[src/rtl/debug_pkg.sv]
// Shared types and helpers for the commit-trace debug port.
package debug_pkg;

    localparam int unsigned FRAME_BYTES = 10;
    localparam logic [7:0]  DEFAULT_HDR = 8'hA5;

    typedef enum logic [1:0] {
        ST_IDLE,
        ST_HDR,
        ST_BODY,
        ST_STAT
    } tx_state_e;

    typedef struct packed {
        logic [31:0] pc;
        logic [31:0] inst;
        logic        err;
        logic        halt;
    } trace_rec_t;

    localparam int unsigned REC_W = $bits(trace_rec_t);

    // Byte presented on the wire for a given state/body index of a record.
    function automatic logic [7:0] frame_byte(input tx_state_e  st,
                                              input logic [2:0] idx,
                                              input trace_rec_t rec,
                                              input logic [7:0] hdr);
        logic [63:0] body;
        logic [7:0]  b;
        body = {rec.pc, rec.inst};
        b    = 8'h00;
        case (st)
            ST_HDR:  b = hdr;
            ST_BODY: b = body[{3'd7 - idx, 3'b000} +: 8];
            ST_STAT: b = {6'b0, rec.err, rec.halt};
            default: b = 8'h00;
        endcase
        return b;
    endfunction

endpackage

[src/rtl/debug_fifo.sv]
// Record FIFO with a look-ahead view of the head as it will be after this edge.
module debug_fifo #(
    parameter int unsigned DEPTH = 4,
    parameter int unsigned WIDTH = 8
) (
    input  logic                     clk,
    input  logic                     rst,
    input  logic                     push_i,
    input  logic                     pop_i,
    input  logic [WIDTH-1:0]         wdata_i,
    output logic [WIDTH-1:0]         head_next_c,
    output logic [$clog2(DEPTH):0]   level_o,
    output logic [$clog2(DEPTH):0]   level_next_c
);

    localparam int unsigned PW = $clog2(DEPTH);
    localparam int unsigned LW = PW + 1;

    logic [WIDTH-1:0] mem_q [DEPTH];
    logic [PW-1:0]    wr_ptr_q;
    logic [PW-1:0]    rd_ptr_q;
    logic [PW-1:0]    rd_ptr_d;
    logic [LW-1:0]    level_q;
    logic [LW-1:0]    after_pop;

    // A push into a slot that becomes the head is forwarded straight from wdata.
    always_comb begin
        level_next_c = level_q + LW'(push_i) - LW'(pop_i);
        after_pop    = level_q - LW'(pop_i);
        rd_ptr_d     = rd_ptr_q + PW'(pop_i);
        head_next_c  = (after_pop == '0) ? wdata_i : mem_q[rd_ptr_d];
    end

    always_ff @(posedge clk or negedge rst) begin
        if (!rst) begin
            wr_ptr_q <= '0;
            rd_ptr_q <= '0;
            level_q  <= '0;
        end else begin
            wr_ptr_q <= wr_ptr_q + PW'(push_i);
            rd_ptr_q <= rd_ptr_d;
            level_q  <= level_next_c;
        end
    end

    always_ff @(posedge clk) begin
        if (push_i) begin
            mem_q[wr_ptr_q] <= wdata_i;
        end
    end

    assign level_o = level_q;

endmodule

[src/rtl/debug_port.sv]
// Commit-trace port: buffers committed instructions and streams them as 10-byte frames.
module debug_port
    import debug_pkg::*;
#(
    parameter int unsigned DEPTH = 4,
    parameter logic [7:0]  HDR   = DEFAULT_HDR
) (
    input  logic                   clk,
    input  logic                   rst,
    input  logic                   commit_valid,
    input  logic [31:0]            commit_pc,
    input  logic [31:0]            commit_inst,
    input  logic                   halt,
    input  logic                   err,
    input  logic                   enable,
    output logic                   tx_valid,
    output logic [7:0]             tx_data,
    input  logic                   tx_ready,
    output logic                   overflow,
    output logic [7:0]             drop_cnt,
    output logic [$clog2(DEPTH):0] level,
    output logic                   drained
);

    localparam int unsigned LW = $clog2(DEPTH) + 1;

    tx_state_e   state_q, state_d;
    logic [2:0]  idx_q, idx_d;
    logic        tx_valid_q, tx_valid_d;
    logic [7:0]  tx_data_q, tx_data_d;
    logic        halt_q;
    logic        overflow_q;
    logic [7:0]  drop_cnt_q;
    logic        drained_q;

    logic        xfer, pop, cap, full, push, drop;
    logic [LW-1:0] level_now, level_next;
    trace_rec_t  wrec, head_next;

    assign wrec = '{pc: commit_pc, inst: commit_inst, err: err, halt: halt};
    assign xfer = tx_valid_q & tx_ready;
    assign pop  = xfer & (state_q == ST_STAT);
    assign cap  = commit_valid & enable;
    assign full = (level_now == LW'(DEPTH));
    assign push = cap & (~full | pop);
    assign drop = cap & ~push;

    debug_fifo #(
        .DEPTH (DEPTH),
        .WIDTH (REC_W)
    ) u_fifo (
        .clk          (clk),
        .rst          (rst),
        .push_i       (push),
        .pop_i        (pop),
        .wdata_i      (wrec),
        .head_next_c  (head_next),
        .level_o      (level_now),
        .level_next_c (level_next)
    );

    // Next state plus the byte that will sit on the wire after this edge.
    always_comb begin
        state_d = state_q;
        idx_d   = idx_q;
        case (state_q)
            ST_IDLE: begin
                if (level_next != '0) state_d = ST_HDR;
            end
            ST_HDR: begin
                if (xfer) begin
                    state_d = ST_BODY;
                    idx_d   = 3'd0;
                end
            end
            ST_BODY: begin
                if (xfer) begin
                    if (idx_q == 3'(FRAME_BYTES - 3)) state_d = ST_STAT;
                    else                              idx_d   = idx_q + 3'd1;
                end
            end
            ST_STAT: begin
                if (xfer) state_d = (level_next != '0) ? ST_HDR : ST_IDLE;
            end
            default: state_d = ST_IDLE;
        endcase
        tx_valid_d = (state_d != ST_IDLE);
        tx_data_d  = frame_byte(state_d, idx_d, head_next, HDR);
    end

    always_ff @(posedge clk or negedge rst) begin
        if (!rst) begin
            state_q    <= ST_IDLE;
            idx_q      <= 3'd0;
            tx_valid_q <= 1'b0;
            tx_data_q  <= 8'h00;
            halt_q     <= 1'b0;
            overflow_q <= 1'b0;
            drop_cnt_q <= 8'h00;
            drained_q  <= 1'b0;
        end else begin
            state_q    <= state_d;
            idx_q      <= idx_d;
            tx_valid_q <= tx_valid_d;
            tx_data_q  <= tx_data_d;
            halt_q     <= head_next.halt;
            overflow_q <= overflow_q | drop;
            if (drop && (drop_cnt_q != 8'hFF)) drop_cnt_q <= drop_cnt_q + 8'd1;
            if (push)                                          drained_q <= 1'b0;
            else if (pop && halt_q && (level_next == '0))      drained_q <= 1'b1;
        end
    end

    assign tx_valid = tx_valid_q;
    assign tx_data  = tx_data_q;
    assign overflow = overflow_q;
    assign drop_cnt = drop_cnt_q;
    assign level    = level_now;
    assign drained  = drained_q;

endmodule

[config.mk]
export PLATFORM = sky130hd
export DESIGN_NAME = debug_port
export DESIGN_NICKNAME = d
export VERILOG_FILES = /design/src/rtl/debug_pkg.sv /design/src/rtl/debug_fifo.sv /design/src/rtl/debug_port.sv
export SDC_FILE = /design/constraint.sdc
export NUM_CORES = 1
export LEC_CHECK = 0
export BUFFER_PORTS_ARGS = -buffer_cell sky130_fd_sc_hd__buf_2
export CAP_MARGIN = 30
export CORE_UTILIZATION = 54
export CTS_CLUSTER_DIAMETER = 60
export DETAILED_ROUTE_END_ITERATION = 7
export HOLD_SLACK_MARGIN = 0.08
export PLACE_DENSITY = 0.76
export SLEW_MARGIN = 25
export SYNTH_ARGS = -nofsm -noshare
export SYNTH_HDL_FRONTEND = slang
export SYNTH_SLANG_ARGS = --single-unit
[constraint.sdc]
create_clock -name clk -period 7.2 [get_ports clk]
set_input_delay 1.44 -clock clk [delete_from_list [all_inputs] [get_ports clk]]
set_output_delay 1.44 -clock clk [all_outputs]
set_load 0.005 [all_outputs]
Word-level counts from Yosys, hierarchy flattened --
Memories as Yosys holds them, arrays and structs flattened. Cells that the tools add are included. W data, S select, Z words.
Word-level totals: bits in registers 32, RAM bits 264, bits of input ports 71, output and inout port bits 22, logic and storage cells 65, memories kept 1
Operators by class: add/sub/neg operators 8, eq/ne operators 9, shift-type cells 1, multiplexer cells 17, bitwise operators 9, reduce and logical (&&, ||, !) cells 9
Memories:
- u_fifo.mem_q | words 4, bits a word 66, rd ports 1, clocked after Yosys merged registers in 0, write ports 1, RTL line debug_fifo.sv:19 | logic [WIDTH-1:0] mem_q [DEPTH];
Operator list (count):
- $mux W66 | 1
- $shiftx A64 B7 Y8 | 1
- $pmux W8 S3 | 1
- $mux W2 | 5
- $mux W3 | 3
- $add A8 B1 Y8 const B | 1
- $eq A2 B2 Y1 const B | 4
- $ne A8 B8 Y1 const B | 1
- $pmux W2 S4 | 1
- $eq A3 B3 Y1 const B | 2
- $logic_not A3 Y1 | 2
- $pmux W3 S2 | 1
- $sub A3 B1 Y3 | 2
- $and A1 B1 Y1 | 5
- $mux W1 | 5
- $add A2 B1 Y2 | 2
- $eq A2 B1 Y1 const B | 2
- $reduce_bool A2 Y1 | 2
- $add A3 B1 Y3 | 1
- $add A3 B1 Y3 const B | 1
- $logic_and A1 B1 Y1 | 3
- $reduce_bool A3 Y1 | 1
- $sub A3 B3 Y3 const A | 1
- $logic_not A2 Y1 | 1
- 2 further kinds | 4

Depth between registers and ports, before layout --
Gate-level depths: netlist of the first run.
depth in word-level cells 12, gate-level depth with buffers 14, mapped depth without buffers 13

Cells and area by module --
From an unflattened synthesis of the first run, not the netlist that was laid out.
Unflattened totals: cell total of the unflattened synthesis 630, area total of the unflattened synthesis 12464.5 um^2
Modules (own cells, without submodules):
- debug_fifo | times used 1, cells an instance 447, area an instance 10670.2 um^2, seq. area each 8102.8 um^2
- debug_port | times used 1, cells an instance 183, area an instance 1794.2 um^2, seq. area each 625.6 um^2

Least setup slack after synthesis of the first run --
OpenSTA, ideal clock, no wires.
kind input -> register, from in tx_ready, to mem u_fifo.mem_q[0][0] (netlist name), enable pin, library setup time 0.585 ns, data arrival time 6.908 ns, required time 6.615 ns, setup slack -0.293 ns, cell stages on the path 4, path buffers 0, cells stage by stage and3_1 > or4b_1 > nor2b_1 > nor3b_1
On the way: longest elaborated chain between the ends 6
RTL lines:
- start, declared | RTL line debug_port.sv:18 | input logic tx_ready,
- $and A1 B1 Y1 | RTL line debug_port.sv:41 | assign xfer = tx_valid_q & tx_ready;
- $and A1 B1 Y1 | RTL line debug_port.sv:42 | assign pop = xfer & (state_q == ST_STAT);
- $or A1 B1 Y1 | RTL line debug_port.sv:45 | assign push = cap & (~full | pop);
- $and A1 B1 Y1 | RTL line debug_port.sv:45
- $mux W1 | RTL line debug_fifo.sv:47 | if (push_i) begin
- $mux W1 (implied by the code) | RTL line debug_fifo.sv:48 | mem_q[wr_ptr_q] <= wdata_i;
- end, declared | RTL line debug_fifo.sv:19
No other way between the ends.

Worst setup path after layout of the first run --
from in tx_ready, to reg tx_data_q[5] (netlist: tx_data[5])
On the way: longest elaborated chain between the ends 12
RTL lines:
- $and A1 B1 Y1 (*) | RTL line debug_port.sv:41
- $and A1 B1 Y1 (*) | RTL line debug_port.sv:42
- $or A1 B1 Y1 | RTL line debug_port.sv:45
- $and A1 B1 Y1 | RTL line debug_port.sv:45
- $add A3 B1 Y3 | RTL line debug_fifo.sv:28 | level_next_c = level_q + LW'(push_i) - LW'(pop_i);
- $sub A3 B1 Y3 (*) | RTL line debug_fifo.sv:28
- named net level_next[2] | RTL line debug_port.sv:37 | logic [LW-1:0] level_now, level_next;
- $reduce_bool A3 Y1 (*) | RTL line debug_port.sv:68, debug_port.sv:83
- $mux W1 | RTL line debug_port.sv:83 | if (xfer) state_d = (level_next != '0) ? ST_HDR : ST_IDLE;
- $mux W2 | RTL line debug_port.sv:83
- $pmux W2 S4 (*) | RTL line debug_port.sv:66 | case (state_q)
- $eq A2 B2 Y1 / $eq A2 B1 Y1 (equally long branches) | RTL line debug_pkg.sv:32 | case (st)
- $pmux W8 S3 (*) | RTL line debug_pkg.sv:32
- named net tx_data_d[5] | RTL line debug_port.sv:30 | logic [7:0] tx_data_q, tx_data_d;
- end signal, assigned | RTL line debug_port.sv:105 | tx_data_q <= tx_data_d;
- end, declared | RTL line debug_port.sv:30
The timed path passes the listed nets; every way through them passes the cells marked *. A chain may end at the register's enable or synchronous reset.

==> results of run 1 <==
==> critical path, stage by stage <==
cell     delay, ns
buf_2         0.14
and3_1        0.18
or4b_1        0.50
nor2b_1       0.23
ha_1          0.24
fa_1          0.40
xnor3_1       0.25
nor3_1        0.25
o22ai_1       0.36
nor3_1        0.66
nand4_1       0.25
o41a_1        0.19
nand4_1       0.11
==> final timing paths <==
| kind | startpoint | to | depth (start not counted) |
|---|---|---|---|
| max | tx_ready | tx_data[5]$_DFF_PN0_ | 13 |
| min | overflow$_DFF_PN0_ | overflow$_DFF_PN0_ | 1 |
| max reg2reg | state_q[1]$_DFF_PN0_ | tx_data[5]$_DFF_PN0_ | 13 |
| min reg2reg | overflow$_DFF_PN0_ | overflow$_DFF_PN0_ | 1 |
| max in group asynchronous | rst | tx_data[5]$_DFF_PN0_ | 1 |
| min in group asynchronous | rst | u_fifo.level_o[1]$_DFF_PN0_ | 1 |
==> flip-flops by register name, summed over array words and instances (netlist names) <==
signal / flops
u_fifo.level_o: 3
overflow: 1
state_q: 2
u_fifo.mem_q: 264
tx_valid: 1
halt_q: 1
u_fifo.rd_ptr_q: 2
drained: 1
tx_data: 8
drop_cnt: 8
idx_q: 3
u_fifo.wr_ptr_q: 2
==> power by group <==
part	internal, mW	switching (mW)
clock	1.03	0.610
combinational	0.881	1.14
sequential	2.11	0.102
total	4.02	1.85
==> area by class of cell <==
cell class / count / share of cell area, %
Clock inverter: 13 / 1.48
Timing Repair Buffer: 106 / 4.59
Tap cell: 280 / 2.46
Antenna cell: 1 / 0.0176
Multi-Input combinational cell: 379 / 23.8
Inverter: 11 / 0.290
Sequential cell: 296 / 61.4
Clock buffer: 43 / 5.98
==> metrics by stage <==
step | setup slack [ns] | hold WS [ns] | std cells | util (%) | total power [mW]
finish | 2.46 | 0.467 | 1129 | 64.6 | 5.88
global route | 2.32 | 0.497 | 1128 | 64.5 | 6.16
CTS | 2.63 | 0.474 | 1123 | 64.0 | 5.88
detailed placement | 2.10 | 0.458 | 1067 | 59.2 | 4.22
global placement | 2.31 | 0.444 | 1067 | 59.2 | 4.18
floorplan | 1.83 | 0.459 | 724 | - | 3.67
==> metal layers <==
metal  up-vias  routed length [um]
met5         -                  11
met4         2                 503
met3        51                1640
met2       283               12800
met1      3559               11000
li1       3057                   -
==> synth_stat cells, types with 2 or more instances <==
master / number / area share [%]
nand4_1: 13 / 0.66
a21oi_1: 17 / 0.69
nor2_1: 6 / 0.18
xnor2_1: 5 / 0.36
and3_1: 20 / 1.0
nor3b_1: 2 / 0.12
nor3_1: 4 / 0.16
o41a_1: 3 / 0.28
a31o_1: 2 / 0.14
mux4_2: 66 / 12
or2_1: 2 / 0.10
inv_2: 2 / 0.061
clkbuf_1: 17 / 0.52
a22oi_1: 4 / 0.25
buf_4: 2 / 0.12
o211ai_1: 3 / 0.18
a311oi_1: 4 / 0.29
dfrtp_1: 32 / 6.5
o21ai_0: 3 / 0.12
o21ai_1: 4 / 0.16
mux2_2: 3 / 0.28
buf_1: 3 / 0.092
buf_2: 16 / 0.65
inv_1: 9 / 0.28
o21ai_2: 2 / 0.14
xor2_1: 4 / 0.29
nand3_1: 24 / 0.98
nand2_1: 134 / 4.1
a31oi_1: 11 / 0.56
mux2i_1: 3 / 0.25
ha_1: 10 / 1.0
edfxtp_1: 264 / 65
and2_1: 3 / 0.15
==> cells by family after synthesis <==
group           after synthesis  share of synthesized area, %
compound gates               66                          4.04
xor+xnor                     10                         0.827
fa+ha+maj                    11                          1.18
buf+inv                      49                          1.73
flops                       296                          71.2
mux                          73                          12.7
simple gates                219                          8.27
==> summary.md, run 1 <==
| Metric | Value |
|---|---|
| FF+latch count, synth | 296 |
| Ys flop type | edfxtp_1 |
| Drt wl/cell | approximately 23 um |
| Total grt overflow | 0 |
| Detail Route Antenna Nets | 0 |
| # clock sinks | around 300 |
| Htree depth | 1 |
| Yosys warns | 0 |
| Period minus WS final | 4.74 ns |
| Final Slew Violations | 0 |
| Max rail drop VDD | 0.230 mV |
| Die Span X | 153 um |
| Top Usage Layer GRT | met2 |
| Fin nets | 906 |
| Avg Synthesized Cell Area | 16.9 um^2 |
| Die ar. | 0.0233 mm^2 |
| Clock latency at the later pin of the worst-skew pair | 0.54 ns |
| TNS Setup | 0 ns |
| RSZ-0062 raised after global routing | false |
| Worst-path clk slew | 0.06 ns |
| Commonest non-fill, non-tap cell in the layout | edfxtp_1 |
| Crit path arrival time | 5.21 ns |
| Initial antenna violation count | 1 |
| Root cell of the clock tree | clkbuf_16 |
| Drt first pass iters | 7 |
| Synthesized area | 0.0123 mm^2 |
| Status | finished, violations left |
| Sequential cell area | 0.00873 mm^2 |
| Setup violations, final | 0 |
| Post-Synthesis Cells | 724 |
| Hpwl dp | 14900 um |
| Vias | 6952 |
| Post-synth ARST share | 10.8% |
| Max-cap violations | 0 |
| Post-route cell area | 0.0142 mm^2 |
| Met3 Use GR | 3.53% |
| Count of cell types in the netlist | 60 |
| I/O Buffers | between 90 and 100 |
| Syn nets | roughly 810 |
| CP Capture Type | register |
| Num CTS Buffers | 30 |
| Drt via density | 6.16 |
| Post-synth EDFFs | between 200 and 300 |
| Pwr per Cell Area | roughly 410 mW/mm^2 |
| CP Class | input port to register |
| I/O pins | 93 |
| Slew margin rel. | 33.0% |
| Bufs on Longest Clock Path | 3 |
| Initial drt markers | 647 |
| Worst Path Required | 7.67 ns |
| Initial Utilization | 55.6% |
| Filler Cells Inserted | ~1500 |
| Drt drc | 16 |
| Fin crit share | 65.8% |
| Met2 usage | 37.5% |
| CTS resizes | 0 |
| Vias in the first global route | 7143 |
| Height of the die | 153 um |
| Setup Buffers After CTS | 0 |
| First-pass GRT wire length | 40900 um |
| Peak Freq | 211 MHz |
| Internal reg-to-reg setup slack | 2.76 ns |
| Setup crit start kind | input port |
| M1 GR Usage | 32.1% |
| GP Congestion | 0.846 |
| CTS Hold Bufs | 0 |
| P_leak | 5.14 nW |
| Share of post-route cells with drive strength above 1 | about 28% |
| Area Growth Syn to Fin | 16.0% |
| CP max FO | 11 |
| Overall Global Routing Usage | 22.8% |
| Largest net degree at the start of global routing | 68 |
| Sequential fraction of the synthesis area | 71.2% |
| Violated checks | design-rule violations |
| Least-Margin Pin Slew | 1.00 ns |
| Core Area | approximately 0.022 mm^2 |
| Clock skew | 0.0131 ns |
| Most frequent cells in the layout | edfxtp_1, nand2_1, buf_2 |
| Area of the multi-input gates | 0.00338 mm^2 |
| Drt total wl | 25900 um |
| Placed Area | 0.0130 mm^2 |
| CTS tree | done |
| Hold Vio Cnt, Final | 0 |
| Hold Crit Class | register to register |
| Std cell rows | 54 |
Note: power is estimated with default switching activity, not from simulation.
==> run 2, diff against run 1 <==
Clock period 7.2 ns to 4.2 ns, I/O delays scaled along.
==> summary.md, run 2 (synthesis gave the netlist of run 1 again) <==
| Metric | Value |
|---|---|
| Slowest cell on crit path | or4b_1 |
| Period minus WS final | 3.90 ns |
| # clock sinks | 296 |
| Fin nets | between 900 and 1000 |
| Setup slack at placement | 0.0820 ns |
| Drt wl/cell | roughly 24 um |
| Pwr per Cell Area | 711 mW/mm^2 |
| Area Growth Syn to Fin | 16.3% |
| Drt first pass iters | 8 |
| Violated checks | design-rule violations |
| Internal reg-to-reg setup slack | ~0.30 ns |
| Slew margin rel. | between 40% and 50% |
| Max-cap violations | 0 |
| Max stage delay on crit path | 0.49 ns |
| Std cell rows | 54 |
| Post-route cell area | between 0.01 and 0.015 mm^2 |
| Setup violations, final | 0 |
| CP max FO | 6 |
| Top reg by flops | u_fifo.mem_q |
| Worst-path clk slew | around 0.060 ns |
| Placed Area | 0.0132 mm^2 |
| P_leak | 5.17 nW |
| GP Congestion | 0.870 |
| Die Span X | 153 um |
| CTS tree | done |
| Min Hold Slack | 0.380 ns |
| Initial antenna violation count | 1 |
| Placed insts | 1080 |
| Bufs on Longest Clock Path | 3 |
| Hold Crit Class | input port to async pin |
| Crit path arrival time | 4.37 ns |
| Hpwl dp | approximately 17000 um |
| Crit path setup slack, layout | 0.304 ns |
| Filler Cells Inserted | 1498 |
| CP Capture Type | register |
| Largest net degree at the start of global routing | 60 |
| Drt drc | 16 |
| Max reg flops | 264 |
| Max rail drop VDD | 0.426 mV |
| Clock skew | roughly 0.008 ns |
| CP Class | register to register |
| Overall Global Routing Usage | a little under a quarter |
| Share of post-route cells with drive strength above 1 | 28.7% |
| I/O pins | 93 |
| Final Util | 64.7% |
| Setup crit start kind | register |
| First-pass GRT wire length | 41500 um |
| Least-Margin Pin Slew | just over 0.8 ns |
| Root cell of the clock tree | clkbuf_16 |
| Htree depth | 1 |
| Reg2reg start | state_q[0]$_DFF_PN0_ |
| Drt via density | about 6.2 |
| Most frequent CP cell | ha_1 |
| Setup Buffers After CTS | 0 |
| Status | finished, violations left |
| Worst r2r dst | tx_data[7]$_DFF_PN0_ |
| Total grt overflow | 0 |
| TNS Setup | 0 ns |
| Vias | 7056 |
| Initial drt markers | around 640 |
| Num CTS Buffers | 30 |
| Power Total | 10.1 mW |
| Commonest non-fill, non-tap cell in the layout | edfxtp_1 |
| Core Area | 0.0220 mm^2 |
| Height of the die | 153 um |
| I/O Buffers | 92 |
| Peak Freq | around 260 MHz |
| Most frequent cells in the layout | edfxtp_1, nand2_1, buf_2 |
| Crit path cell chain | ha_1, and3_1, or4b_1, nor2b_1, ha_1, fa_1, xnor3_1, nor3_1, o22ai_1, or3_4, o41a_1, nand4_1 |
| Worst Path Required | 4.67 ns |
| Die ar. | about 0.023 mm^2 |
| Hold Vio Cnt, Final | 0 |
| Initial Utilization | approximately 56% |
| Fin crit share | just over 90% |
| CTS Hold Bufs | 0 |
| Final Non-Filler Cells | approximately 1100 |
| Clock latency at the later pin of the worst-skew pair | 0.54 ns |
| RSZ-0062 raised after global routing | false |
| CTS resizes | 0 |
| Vias in the first global route | 7293 |
| Detail Route Antenna Nets | 0 |
| Worst R2R Path Depth | 12 |
| Final Slew Violations | 0 |
| Drt total wl | approximately 27000 um |
## run 2: area by class of cell
| class | count | area, um^2 | area share, % |
|---|---|---|---|
| Tap cell | 280 | 350 | 2.46 |
| Antenna cell | 2 | 5.00 | 0.0351 |
| Inverter | 11 | 41.3 | 0.290 |
| Sequential cell | 296 | 8730 | 61.2 |
| Timing Repair Buffer | 114 | 692 | 4.85 |
| Clock inverter | 22 | 268 | 1.88 |
| Clock buffer | 34 | 787 | 5.52 |
| Multi-Input combinational cell | 379 | 3380 | 23.7 |
## run 2: worst max-delay path by stage
stage | from | endpoint
after detailed placement | tx_ready | tx_data[7]$_DFF_PN0_
after global routing | state_q[0]$_DFF_PN0_ | tx_data[5]$_DFF_PN0_
after floorplan | tx_ready | tx_data[2]$_DFF_PN0_
final | state_q[0]$_DFF_PN0_ | tx_data[7]$_DFF_PN0_
after global placement | tx_ready | tx_data[5]$_DFF_PN0_
after CTS | state_q[0]$_DFF_PN0_ | tx_data[7]$_DFF_PN0_
## run 2: critical path: cells and delay by family, from the launching register on
kind / cells / cell delay (ns)
adder cells (fa/ha/maj): 3 / 0.88
AO/OA/AOI/OAI: 2 / 0.62
AND/OR/NAND/NOR: 6 / 1.68
flip-flops: 1 / 0.42
XOR/XNOR: 1 / 0.24
## run 2: routing by layer
layer	track usage (%)	part of all wire, %	routed length (um)
met5	0	0	0
met4	7.50	2.7	719
met3	4.55	7.9	2110
met2	37.9	48	13000
met1	32.6	41	11000
## run 2: report_power, final
part	switching, mW	internal (mW)	total, mW
Clock	1.07	1.71	2.78
Sequential	0.191	3.62	3.81
Combinational	1.99	1.56	3.55
==> run 3, diff against run 2 <==
Settings changed: CORE_UTILIZATION 54 to 45, PLACE_DENSITY 0.76 to 0.7.
==> summary.md, run 3 (synthesis gave the netlist of run 1 again) <==
| Metric | Value |
|---|---|
| CP bufs+invs | 1 |
| Height of the die | 167 um |
| Max-cap violations | 0 |
| Die ar. | 0.0279 mm^2 |
| Drt total wl | 27000 um |
| Filler Cells Inserted | 2109 |
| Crit path arrival time | 4.30 ns |
| Hold Crit Class | input port to async pin |
| Drt first pass iters | 5 |
| Die Span X | about 170 um |
| Total grt overflow | 0 |
| Hold Vio Cnt, Final | 0 |
| CP startpoint | state_q[0]$_DFF_PN0_ |
| Crit path cell chain | ha_1, and3_1, or4b_1, nor2b_1, ha_1, fa_1, xnor3_1, nor3_1, o22ai_1, buf_4, nor3_1, nand4_1, o41a_1, nand4_1 |
| Initial Utilization | 45.7% |
| CTS resizes | 0 |
| # clock sinks | slightly below 300 |
| Vias in the first global route | 7106 |
| Cell family with most CP delay | simple AND/OR/NAND/NOR gates |
| Top reg by flops | u_fifo.mem_q |
| Placed Area | 0.0133 mm^2 |
| Slowest cell on crit path | or4b_1 |
| Setup violations, final | 0 |
| Largest net degree at the start of global routing | 60 |
| Drt wl/cell | 22.4 um |
| CTS Hold Bufs | 0 |
| GP Congestion | 0.792 |
| CTS tree | done |
| Drt via density | 5.75 |
| Power Total | between 10 and 15 mW |
| Setup crit start kind | register |
| CP max FO | 10 |
| Fin nets | 919 |
| Final Slew Violations | 0 |
| Max reg flops | 264 |
| Worst-path clk slew | 0.06 ns |
| Hpwl dp | around 17000 um |
| First-pass GRT wire length | ~43000 um |
| Period minus WS final | 3.86 ns |
| Setup Buffers After CTS | 0 |
| Drt drc | 0 |
| Commonest non-fill, non-tap cell in the layout | edfxtp_1 |
| Post-route cell area | 0.0144 mm^2 |
| Max stage delay on crit path | between 0.4 and 0.5 ns |
| Initial antenna violation count | 4 |
| Reg2reg start | state_q[0]$_DFF_PN0_ |
| Peak Freq | about 260 MHz |
| Vias | ~6900 |
| Detail Route Antenna Nets | 0 |
| Status | completed |
| Core Area | ~0.027 mm^2 |
| Clock skew | 0.0182 ns |
| Slew margin rel. | 38.4% |
| P_leak | between 5 and 6 nW |
| Pwr per Cell Area | 717 mW/mm^2 |
| Num CTS Buffers | 34 |
| RSZ-0062 raised after global routing | false |
| CP Class | register to register |
| Overall Global Routing Usage | just over 20% |
| Least-Margin Pin Slew | 0.924 ns |
| CP Capture Type | register |
| Share of post-route cells with drive strength above 1 | 29.2% |
| Clock latency at the later pin of the worst-skew pair | 0.52 ns |
| Area Growth Syn to Fin | 17.7% |
| Most frequent cells in the layout | edfxtp_1, nand2_1, buf_2 |
| Initial drt markers | between 500 and 600 |
| Worst Path Required | 4.64 ns |
| I/O Buffers | 92 |
| Bufs on Longest Clock Path | 3 |
| Htree depth | 2 |
| Root cell of the clock tree | clkbuf_16 |
| Std cell rows | 60 |
| TNS Setup | 0 ns |
| Max rail drop VDD | 0.374 mV |
| Fin crit share | 91.9% |
| I/O pins | 93 |
## run 3: layout make-up
| type | instances | area [um^2] | area share, % |
|---|---|---|---|
| clock inverters | 19 | 248 | 1.72 |
| diodes | 1 | 2.50 | 0.0173 |
| inverters | 11 | 41.3 | 0.286 |
| flip-flops and latches | 296 | 8730 | 60.5 |
| multi-input cells | 379 | 3390 | 23.5 |
| repair buffers | 115 | 708 | 4.91 |
| clock buffers | 43 | 885 | 6.13 |
| well taps | 341 | 427 | 2.96 |
## run 3: path summary, 6_finish.rpt
check / cells after the start / to / slack (ns)
worst min-delay path: 1 / drop_cnt[3]$_DFFE_PN0P_ / 0.39
min in group clk: 1 / overflow$_DFF_PN0_ / 0.47
max in group asynchronous: 1 / u_fifo.rd_ptr_q[1]$_DFF_PN0_ / 3.33
worst min register to register: 1 / overflow$_DFF_PN0_ / 0.47
worst max register to register: 14 / tx_data[2]$_DFF_PN0_ / 0.34
worst max-delay path: 14 / tx_data[2]$_DFF_PN0_ / 0.34
## run 3: metrics by stage
step                      std cells  setup WS [ns]  hold WS (ns)  utilization (%)
after floorplan                 724          0.370         0.459                -
after global placement         1142          0.232         0.454             49.6
after detailed placement       1142          0.160         0.455             49.6
after CTS                      1204          0.359         0.417             53.8
after global routing           1205          0.121         0.464             53.8
final                          1205          0.338         0.393             53.8
## run 3: where the power goes
| part | internal (mW) | total (mW) | switching (mW) |
|---|---|---|---|
| sequential | 3.62 | 3.81 | 0.189 |
| combinational | 1.57 | 3.55 | 1.98 |
| clock | 1.82 | 2.97 | 1.16 |
## run 3: routing by layer
metal | vias to the layer above | part of all wire, % | track usage [%]
met3 | 55 | 7.6 | 4.52
met2 | 279 | 47 | 31.1
met4 | 6 | 2.7 | 6.52
li1 | 3087 | - | -
met1 | 3498 | 43 | 28.7
met5 | - | 0.10 | 0
## run 3: worst reg2reg max path, stage by stage (launching register included)
cell and delay, ns:
dfrtp_1 0.40, ha_1 0.27, and3_1 0.25, or4b_1 0.48, nor2b_1 0.17, ha_1 0.22
fa_1 0.39, xnor3_1 0.24, nor3_1 0.22, o22ai_1 0.17, buf_4 0.20, nor3_1 0.36
nand4_1 0.17, o41a_1 0.16, nand4_1 0.09
